<file path="config.mk">
export PLATFORM = sky130hd
export DESIGN_NAME = spi_adc_responder_flat
export DESIGN_NICKNAME = d
export VERILOG_FILES = /design/src/rtl/spi_adc_if.sv /design/src/rtl/spi_adc_responder.sv /design/src/flat_wrapper.sv
export SDC_FILE = /design/constraint.sdc
export NUM_CORES = 1
export LEC_CHECK = 0
export ABC_AREA = 1
export BUFFER_PORTS_ARGS = -buffer_cell sky130_fd_sc_hd__buf_2
export CAP_MARGIN = 20
export CORE_MARGIN = 2
export CORE_UTILIZATION = 59
export CTS_CLUSTER_DIAMETER = 200
export CTS_CLUSTER_SIZE = 10
export DETAILED_ROUTE_END_ITERATION = 12
export PLACE_DENSITY = 0.79
export SKIP_LAST_GASP = 1
export SYNTH_ARGS = -nofsm -noshare
export SYNTH_HDL_FRONTEND = slang
export SYNTH_SLANG_ARGS = --single-unit
</file>
<file path="constraint.sdc">
create_clock -name clk -period 3.3 [get_ports clk]
set_input_delay 0.66 -clock clk [delete_from_list [all_inputs] [get_ports clk]]
set_output_delay 0.66 -clock clk [all_outputs]
set_load 0.02 [all_outputs]
</file>
<file path="src/rtl/spi_adc_if.sv">
// SPI link between a controller and the ADC responder: mode-0 clock, active-low select, MOSI/MISO.
interface spi_adc_if;
  logic sclk_i;
  logic cs_i;
  logic data_i;
  logic data_o;
  logic data_oe;

  modport master (output sclk_i, cs_i, data_i, input data_o, data_oe);
  modport slave  (input sclk_i, cs_i, data_i, output data_o, data_oe);
endinterface

</file>
<file path="src/rtl/spi_adc_responder.sv">
// MCP3002-style 2-channel ADC responder: decodes the start/SGL/ODD/MSBF command from MOSI
// and shifts back a null bit plus a held single-ended or saturated differential conversion.
module spi_adc_responder #(
  parameter int unsigned WIDTH       = 10,
  parameter int unsigned SYNC_STAGES = 2
) (
  input  logic             clk,
  input  logic             rst,
  spi_adc_if.slave         spi,
  input  logic [WIDTH-1:0] ch0_sample_i,
  input  logic [WIDTH-1:0] ch1_sample_i,
  output logic [2:0]       cmd_o,
  output logic             busy,
  output logic             frame_done,
  output logic             abort
);
  localparam int unsigned IDX_W = (WIDTH > 1) ? $clog2(WIDTH) : 1;

  localparam logic [2:0] S_IDLE  = 3'd0;
  localparam logic [2:0] S_START = 3'd1;
  localparam logic [2:0] S_CMD   = 3'd2;
  localparam logic [2:0] S_NULL  = 3'd3;
  localparam logic [2:0] S_DATA  = 3'd4;
  localparam logic [2:0] S_TRAIL = 3'd5;

  // Input synchronizers plus one extra sample for edge detection
  logic [SYNC_STAGES-1:0] sclk_sync, cs_sync, mosi_sync;
  logic                   sclk_prev, cs_prev;
  logic                   sclk_s, cs_s, mosi_s;
  logic                   sclk_rise, sclk_fall, cs_rise, cs_fall;

  always_ff @(posedge clk or negedge rst) begin
    if (!rst) begin
      sclk_sync <= '0;
      cs_sync   <= '1;
      mosi_sync <= '0;
      sclk_prev <= 1'b0;
      cs_prev   <= 1'b1;
    end else begin
      sclk_sync <= {sclk_sync[SYNC_STAGES-2:0], spi.sclk_i};
      cs_sync   <= {cs_sync[SYNC_STAGES-2:0], spi.cs_i};
      mosi_sync <= {mosi_sync[SYNC_STAGES-2:0], spi.data_i};
      sclk_prev <= sclk_s;
      cs_prev   <= cs_s;
    end
  end

  assign sclk_s    = sclk_sync[SYNC_STAGES-1];
  assign cs_s      = cs_sync[SYNC_STAGES-1];
  assign mosi_s    = mosi_sync[SYNC_STAGES-1];
  assign sclk_rise = sclk_s & ~sclk_prev;
  assign sclk_fall = ~sclk_s & sclk_prev;
  assign cs_rise   = cs_s & ~cs_prev;
  assign cs_fall   = ~cs_s & cs_prev;

  logic [2:0]       state, state_n;
  logic             armed, armed_n;
  logic [1:0]       cmd_sh, cmd_sh_n;
  logic [1:0]       cmd_cnt, cmd_cnt_n;
  logic [2:0]       cmd_n;
  logic [WIDTH-1:0] hold0, hold0_n, hold1, hold1_n;
  logic [WIDTH-1:0] res, res_n;
  logic [IDX_W-1:0] idx, idx_n;
  logic             lsb_phase, lsb_phase_n;
  logic             done_pend, done_pend_n;
  logic             data_q, data_n, oe_q, oe_n;
  logic             busy_n, fd_n, abort_n;

  // Conversion result from the held samples and the accepted {SGL, ODD, MSBF}
  logic [WIDTH-1:0] op_a, op_b, result_c;
  logic [WIDTH:0]   diff_c;

  always_comb begin
    op_a     = cmd_o[1] ? hold1 : hold0;
    op_b     = cmd_o[1] ? hold0 : hold1;
    diff_c   = {1'b0, op_a} - {1'b0, op_b};
    result_c = op_a;
    if (!cmd_o[2]) result_c = diff_c[WIDTH] ? '0 : diff_c[WIDTH-1:0];
  end

  always_comb begin
    state_n     = state;
    armed_n     = armed;
    cmd_sh_n    = cmd_sh;
    cmd_cnt_n   = cmd_cnt;
    cmd_n       = cmd_o;
    hold0_n     = hold0;
    hold1_n     = hold1;
    res_n       = res;
    idx_n       = idx;
    lsb_phase_n = lsb_phase;
    done_pend_n = done_pend;
    data_n      = data_q;
    fd_n        = 1'b0;
    abort_n     = 1'b0;

    // A cs release outranks any sclk edge seen in the same cycle
    if (cs_rise && state != S_IDLE) begin
      state_n = S_IDLE;
      abort_n = (state != S_TRAIL);
      data_n  = 1'b0;
    end else begin
      case (state)
        S_IDLE: begin
          if (cs_fall) begin
            state_n     = S_START;
            armed_n     = ~sclk_s;
            cmd_cnt_n   = '0;
            lsb_phase_n = 1'b0;
            done_pend_n = 1'b0;
            data_n      = 1'b0;
          end
        end
        S_START: begin
          data_n = 1'b0;
          if (sclk_fall) begin
            armed_n = 1'b1;
          end else if (sclk_rise && armed && mosi_s) begin
            state_n   = S_CMD;
            hold0_n   = ch0_sample_i;
            hold1_n   = ch1_sample_i;
            cmd_cnt_n = '0;
          end
        end
        S_CMD: begin
          if (sclk_rise) begin
            cmd_sh_n  = {cmd_sh[0], mosi_s};
            cmd_cnt_n = cmd_cnt + 2'd1;
            if (cmd_cnt == 2'd2) begin
              cmd_n   = {cmd_sh, mosi_s};
              state_n = S_NULL;
            end
          end
        end
        S_NULL: begin
          if (sclk_fall) begin
            data_n      = 1'b0;
            res_n       = result_c;
            idx_n       = IDX_W'(WIDTH - 1);
            lsb_phase_n = 1'b0;
            done_pend_n = 1'b0;
            state_n     = S_DATA;
          end
        end
        S_DATA: begin
          // MSB-first pass, then optionally bits 1..WIDTH-1 LSB-first
          if (sclk_fall && !done_pend) begin
            data_n = res[idx];
            if (!lsb_phase) begin
              if (idx == '0) begin
                if (cmd_o[0]) begin
                  done_pend_n = 1'b1;
                end else begin
                  lsb_phase_n = 1'b1;
                  idx_n       = IDX_W'(1);
                end
              end else begin
                idx_n = idx - IDX_W'(1);
              end
            end else if (idx == IDX_W'(WIDTH - 1)) begin
              done_pend_n = 1'b1;
            end else begin
              idx_n = idx + IDX_W'(1);
            end
          end else if (sclk_rise && done_pend) begin
            fd_n    = 1'b1;
            state_n = S_TRAIL;
          end
        end
        S_TRAIL: begin
          if (sclk_fall) data_n = 1'b0;
        end
        default: state_n = S_IDLE;
      endcase
    end

    oe_n   = (state_n != S_IDLE);
    busy_n = oe_n;
    if (!oe_n) data_n = 1'b0;
  end

  always_ff @(posedge clk or negedge rst) begin
    if (!rst) begin
      state      <= S_IDLE;
      armed      <= 1'b0;
      cmd_sh     <= '0;
      cmd_cnt    <= '0;
      cmd_o      <= '0;
      hold0      <= '0;
      hold1      <= '0;
      res        <= '0;
      idx        <= '0;
      lsb_phase  <= 1'b0;
      done_pend  <= 1'b0;
      data_q     <= 1'b0;
      oe_q       <= 1'b0;
      busy       <= 1'b0;
      frame_done <= 1'b0;
      abort      <= 1'b0;
    end else begin
      state      <= state_n;
      armed      <= armed_n;
      cmd_sh     <= cmd_sh_n;
      cmd_cnt    <= cmd_cnt_n;
      cmd_o      <= cmd_n;
      hold0      <= hold0_n;
      hold1      <= hold1_n;
      res        <= res_n;
      idx        <= idx_n;
      lsb_phase  <= lsb_phase_n;
      done_pend  <= done_pend_n;
      data_q     <= data_n;
      oe_q       <= oe_n;
      busy       <= busy_n;
      frame_done <= fd_n;
      abort      <= abort_n;
    end
  end

  assign spi.data_o  = data_q;
  assign spi.data_oe = oe_q;
endmodule

</file>
<file path="src/flat_wrapper.sv">
// flat-port wrapper written by rule: the top's interface ports become plain ports
module spi_adc_responder_flat 
#(
  parameter int unsigned WIDTH       = 10,
  parameter int unsigned SYNC_STAGES = 2
)
  (clk, rst, ch0_sample_i, ch1_sample_i, cmd_o, busy, frame_done, abort, spi_sclk_i, spi_cs_i, spi_data_i, spi_data_o, spi_data_oe);
  spi_adc_if spi_i ();
  input  logic clk;
  input  logic rst;
  input  logic [WIDTH-1:0] ch0_sample_i;
  input  logic [WIDTH-1:0] ch1_sample_i;
  output logic [2:0] cmd_o;
  output logic busy;
  output logic frame_done;
  output logic abort;
  input wire logic [$bits(spi_i.sclk_i)-1:0] spi_sclk_i;
  input wire logic [$bits(spi_i.cs_i)-1:0] spi_cs_i;
  input wire logic [$bits(spi_i.data_i)-1:0] spi_data_i;
  output wire logic [$bits(spi_i.data_o)-1:0] spi_data_o;
  output wire logic [$bits(spi_i.data_oe)-1:0] spi_data_oe;
  assign spi_i.sclk_i = spi_sclk_i;
  assign spi_i.cs_i = spi_cs_i;
  assign spi_i.data_i = spi_data_i;
  assign spi_data_o = spi_i.data_o;
  assign spi_data_oe = spi_i.data_oe;
  spi_adc_responder #(.WIDTH(WIDTH), .SYNC_STAGES(SYNC_STAGES)) u_core (.clk(clk), .rst(rst), .spi(spi_i), .ch0_sample_i(ch0_sample_i), .ch1_sample_i(ch1_sample_i), .cmd_o(cmd_o), .busy(busy), .frame_done(frame_done), .abort(abort));
endmodule
</file>
==> After elaboration in Yosys (flattened, before gate mapping) <==
Cells that the tools add are included.
{ "classes": {"n_addsub": 4, "n_lt_le_gt_ge": 1, "n_eq_ne": 24, "n_mux": 53, "bitwise_logic": 10, "n_reduce_logical": 25} }
{ "ops": {"columns": ["op", "n"], "rows": [
  ["$mux 10", 4],
  ["$mux 3", 9],
  ["$mux 4", 6],
  ["$mux 1", 22],
  ["$pmux 3 s6", 1],
  ["$reduce_and 4->1", 4],
  ["$ne 2x1->1 const B", 6],
  ["$reduce_and 6->1", 2],
  ["$reduce_bool 3->1", 4],
  ["$sub 10x10->11", 1],
  ["$ne 3x3->1 const B", 3],
  ["$mux 2", 4],
  ["$ne 4x3->1 const B", 2],
  ["$ne 4x4->1 const B", 2],
  ["$pmux 4 s2", 1],
  ["$reduce_and 8->1", 1],
  ["$eq 3x2->1 const B", 2],
  ["$eq 3x3->1 const B", 2],
  ["$ne 3x1->1 const B", 2],
  ["$ne 6x6->1 const B", 1],
  ["$not 1->1", 6],
  ["$pmux 1 s3", 2],
  ["$pmux 2 s3", 1],
  ["$reduce_and 3->1", 2],
  ["19 further kinds", 27]
]} }
{ "word_totals": {"ff_bits": 59, "input_bits": 25, "output_inout_bits": 8, "elab_cells": 137} }

==> Depth between registers and ports, before layout <==
{ "depth": {"ltp_word": 11, "ltp_mapped": 14, "ltp_nobuf": 13} }

==> Least setup slack after synthesis <==
Ideal clock, no wire load.
{ "synth_path": {"kind": "register to register", "startpoint": "register u_core.cmd_o[1]", "endpoint": "register u_core.res[6]", "setup_ns": 0.122, "arrival_ns": 2.481, "t_required_ns": 3.178, "setup_slack_ns": 0.697, "stages_incl_launch_ff": 15, "n_path_buf": 2, "period_less_slack_ns": 2.603, "cell_sequence": "dfrtp_1 > buf_2 > clkbuf_1 > nand2_1 > o21ai_0 > ha_1 > inv_1 > fa_1 > nand3_1 > nand2_1 > nand3_1 > nand2_1 > or2_2 > nand3_1 > a21oi_1"} }
{ "synth_between": {"elab_chain_len": 4, "word_cells_on_any_way": 5} }
{ "synth_lines": {"columns": ["element", "line_no", "source"], "rows": [
  ["from (decl)", "spi_adc_responder.sv:12", "output logic [2:0] cmd_o,"],
  ["from (signal assigned)", "spi_adc_responder.sv:205", "cmd_o <= cmd_n;"],
  ["$mux 10, on equally long branches", "spi_adc_responder.sv:74, spi_adc_responder.sv:75", null],
  ["$sub 10x10->11", "spi_adc_responder.sv:76", "diff_c = {1'b0, op_a} - {1'b0, op_b};"],
  ["$mux 10", "spi_adc_responder.sv:78", "if (!cmd_o[2]) result_c = diff_c[WIDTH] ? '0 : diff_c[WIDTH-1:0];"],
  ["$mux 10 (*)", "spi_adc_responder.sv:78", null],
  ["to (signal assigned)", "spi_adc_responder.sv:208", "res <= res_n;"],
  ["to (decl)", "spi_adc_responder.sv:62", "logic [WIDTH-1:0] res, res_n;"]
]} }
Every way passes the cells marked *; elsewhere a longest branch is shown, timed or not.
A chain may end at the register's enable or synchronous reset.

==> Worst setup path after layout <==
Ends and elaborated chain as after synthesis.

==> flow_metrics.tcl <==
set metrics [dict create \
    run_status "finished, final reports clean" \
    grt_first_pass_wirelength_mm 12.2 \
    post_cts_hold_buffer_count 0 \
    numClockSinks 59 \
    slew_headroom 0.407 \
    numPortBuffers 32 \
    wp_data_required_ns 3.53 \
    report.final.hold_viol_count 0 \
    ctsHtreeMaxLevel 3 \
    timing.clock.skew_ns 0.0113 \
    cts_buffers 9 \
    netlist_top_cells_area "sky130_fd_sc_hd__dfrtp_1 (40%), sky130_fd_sc_hd__nand2_1 (9.2%), sky130_fd_sc_hd__a21oi_1 (6.8%)" \
    grt_remaining_overflow 0 \
    area_growth_pct 10.5 \
    fin_crit_sh 0.846 \
    synth_warnings 0 \
    totalNegativeSetupSlack_ns 0 \
    layout.cell_area.non_filler_um2 3840 \
    yosys.cell_types.count 38 \
    placed_cells_incl_taps 522 \
    synth.avg_cell_area_um2 8.15 \
    via_per_inst 5.48 \
    startpoint_type "flip-flop" \
    mappedNetlistArea_um2 3480 \
    combinational_group_share_of_total_power 0.523 \
    insertion_delay_ns 0.35 \
    antenna_found_initial 0 \
    initial_utilization 0.620 \
    power_frac_clock 0.158 \
    globalRouteTotalUtil 0.245 \
    final_antenna_net_count 0 \
    ctsRootBufferMaster "sky130_fd_sc_hd__clkbuf_8" \
    synth_nets 466 \
    fp-row-count 27 \
    wirelength_mm 7.02 \
    drive_gt1_frac 0.191 \
    setup.worst_path.start "u_core.cmd_o[1]" \
    max_freq_mhz 358 \
    instances_no_fill 538 \
    core_area_um2 5610 \
    holdCritPathClass "flip-flop to flip-flop" \
    setup_violations 0 \
    beginning_of_the_worst_register_to_register_path "u_core.cmd_o[1]" \
    final.min_clock_period_ns 2.79 \
    cts.path.max_buffers 2 \
    worst_slew_pin_slew_ns 0.889 \
    chipHeight_um 80.8 \
    yosys.area.top_type_share 0.403 \
    tritoncts "done" \
    reg_area_um2 1480 \
    die_width_um 80.8 \
    number_of_global_route_vias_before_repair 2720 \
    final_max_slew_viol_count 0 \
    peakVddDrop_uv 468 \
    design.final.nets 500 \
    postSynthCellCount 427 \
    ys_seq_elements 59 \
    drcViolationCount 0 \
    yosysTopAreaCell "sky130_fd_sc_hd__dfrtp_1" \
    switching_share 0.450 \
    timing.critical_path.arrival_ns 3.02 \
    p_seq_frac 0.319 \
    endpoint_kind "flip-flop" \
    synth_seq_area_share 0.425 \
    die_area_um2 6530 \
    gp_congestion 0.882 \
    multi_input_comb_area_um2 1770 \
    dp.final_hpwl_mm 5.31 \
    cts.repair_timing.setup_buffer_count 0 \
    drt_first_iter_violations 209 \
    detail_route.first_pass.iterations 5 \
    p_int_mw 1.98 \
    static-leakage-power_nw 1.91 \
    instance_area_at_placement_um2 3670 \
    grt_setup_unrepaired "false" \
    power.density_cell_area_nw_per_um2 934 \
    grt_max_degree 39 \
    detailroute.via_count 2949 \
    cts.clk_slew.worst_paths_ns 0.07 \
    antenna-diode-count 0 \
    max_cap_viol_count 0 \
    post_cts_resized 0 \
    hold_path.startpoint "u_core.sclk_sync[0]" \
    path_max_fanout 34 \
    filler_cell_count 465 \
    worst_hold_slack_ns 0.352 \
    fin_util 0.685 \
    ios 33 \
    avgRoutedWirePerCell_um 13.1 \
    critPathKind "flip-flop to flip-flop" \
    net-switching-power_mw 1.61 \
]
Yosys cell counts:
cell type and n:
sky130_fd_sc_hd__nand4_4 1, sky130_fd_sc_hd__nand4_1 4, sky130_fd_sc_hd__a21oi_4 1, sky130_fd_sc_hd__nor3_1 2
sky130_fd_sc_hd__fa_1 1, sky130_fd_sc_hd__o21ai_1 5, sky130_fd_sc_hd__buf_4 2, sky130_fd_sc_hd__o21ai_0 23
sky130_fd_sc_hd__nor2_2 3, sky130_fd_sc_hd__a21oi_1 47, sky130_fd_sc_hd__o21ai_2 2, sky130_fd_sc_hd__mux2i_1 4
sky130_fd_sc_hd__nor3_2 1, sky130_fd_sc_hd__dfstp_2 3, sky130_fd_sc_hd__buf_6 2, sky130_fd_sc_hd__or2_2 3
sky130_fd_sc_hd__a22oi_1 4, sky130_fd_sc_hd__mux2_4 6, sky130_fd_sc_hd__nor2_4 2, sky130_fd_sc_hd__nand3_2 3
sky130_fd_sc_hd__inv_1 37, sky130_fd_sc_hd__nand2_4 2, sky130_fd_sc_hd__clkbuf_1 3, sky130_fd_sc_hd__o211ai_1 5
sky130_fd_sc_hd__dfrtp_1 56, sky130_fd_sc_hd__inv_2 6, sky130_fd_sc_hd__nand2_2 1, sky130_fd_sc_hd__a41oi_1 1
sky130_fd_sc_hd__nand2_1 85, sky130_fd_sc_hd__nand3_1 25, sky130_fd_sc_hd__ha_1 13, sky130_fd_sc_hd__a211oi_1 1
sky130_fd_sc_hd__buf_2 3, sky130_fd_sc_hd__nor2_1 58, sky130_fd_sc_hd__mux2_2 7, sky130_fd_sc_hd__o21a_1 1
sky130_fd_sc_hd__xor2_1 3, sky130_fd_sc_hd__o2111ai_1 1
layout by cell type, fill, tap and decap left out, drive strengths merged:
master	count
dfrtp	56
nand4	5
a211oi	1
nand2	88
a41oi	1
a22oi	4
clkinv	4
a21oi	48
clkinvlp	2
buf	33
fa	1
nand3	28
mux2	13
clkbuf	10
mux2i	4
inv	43
or2	3
dfstp	3
nor3	3
o2111ai	1
o21a	1
o211ai	5
ha	13
o21ai	30
nor2	63
xor2	3
flip-flops by register name, indices dropped and copies added, names as in the netlist, 2 cells and up:
name,count
u_core.cs_sync,2
u_core.sclk_sync,2
u_core.state,3
u_core.cmd_sh,2
u_core.mosi_sync,2
u_core.cmd_o,3
u_core.res,10
u_core.cmd_cnt,2
u_core.hold1,10
u_core.idx,4
u_core.hold0,10
layer usage:
| metal | vias up | part of all wire | track usage |
|---|---|---|---|
| li1 | 1484 | - | - |
| met1 | 1367 | 0.47 | 0.324 |
| met2 | 87 | 0.46 | 0.388 |
| met3 | 11 | 0.055 | 0.0544 |
| met4 | 0 | 0.014 | 0.115 |
| met5 | - | 0 | 0 |
cell type report:
cell class                      instances  share of cell area
Clock buffer                           10              0.0332
Inverter                               43              0.0420
Tap cell                               72              0.0234
Multi-Input combinational cell        315               0.462
Sequential cell                        59               0.385
Timing Repair Buffer                   33              0.0436
Clock inverter                          6              0.0111
power groups by stage:
stage / registers, mW / logic (mW) / clock network [mW]
2_1_floorplan: 1.11 / 1.52 / 0
3_3_place_gp: 1.14 / 1.80 / 0
3_5_place_dp: 1.16 / 1.85 / 0
4_1_cts: 1.14 / 1.86 / 0.579
5_1_grt: 1.18 / 2.15 / 0.612
6_report: 1.15 / 1.88 / 0.568
kinds of logic (layout without fill, tap and decap cells):
family,Yosys count,after routing,synth area share
AND/OR/NAND/NOR,190,190,0.243
AO/OA/AOI/OAI,91,91,0.146
flip-flops,59,59,0.425
buffers and inverters,53,92,0.0647
multiplexers,17,17,0.0601
adder cells (fa/ha/maj),14,14,0.0525
XOR/XNOR,3,3,0.00755
through the flow:
stage | setup WS, ns | power, mW
3_5_place_dp | 0.540 | 3.01
2_1_floorplan | 0.697 | 2.63
3_3_place_gp | 0.643 | 2.95
6_report | 0.510 | 3.59
4_1_cts | 0.525 | 3.59
5_1_grt | 0.211 | 3.94
worst max-delay path: stages (launching register included):
cell	delay, ns
sky130_fd_sc_hd__dfrtp_1	0.92
sky130_fd_sc_hd__nand2_1	0.12
sky130_fd_sc_hd__o21ai_0	0.16
sky130_fd_sc_hd__ha_1	0.22
sky130_fd_sc_hd__inv_1	0.07
sky130_fd_sc_hd__fa_1	0.43
sky130_fd_sc_hd__nand3_1	0.10
sky130_fd_sc_hd__nand2_1	0.09
sky130_fd_sc_hd__nand3_1	0.09
sky130_fd_sc_hd__nand2_1	0.06
sky130_fd_sc_hd__or2_2	0.28
sky130_fd_sc_hd__nand3_1	0.08
sky130_fd_sc_hd__a21oi_1	0.06
worst paths after layout:
kind / end / slack (ns) / cells after the start
min: u_core.sclk_sync[1] / 0.35 / 0
max in group asynchronous: u_core.hold0[8] / 2.10 / 2
max: u_core.res[6] / 0.51 / 12
min in group asynchronous: u_core.busy / 0.40 / 1
min reg2reg: u_core.sclk_sync[1] / 0.35 / 0
max reg2reg: u_core.res[6] / 0.51 / 12
Power figures use the tool's default switching activity.
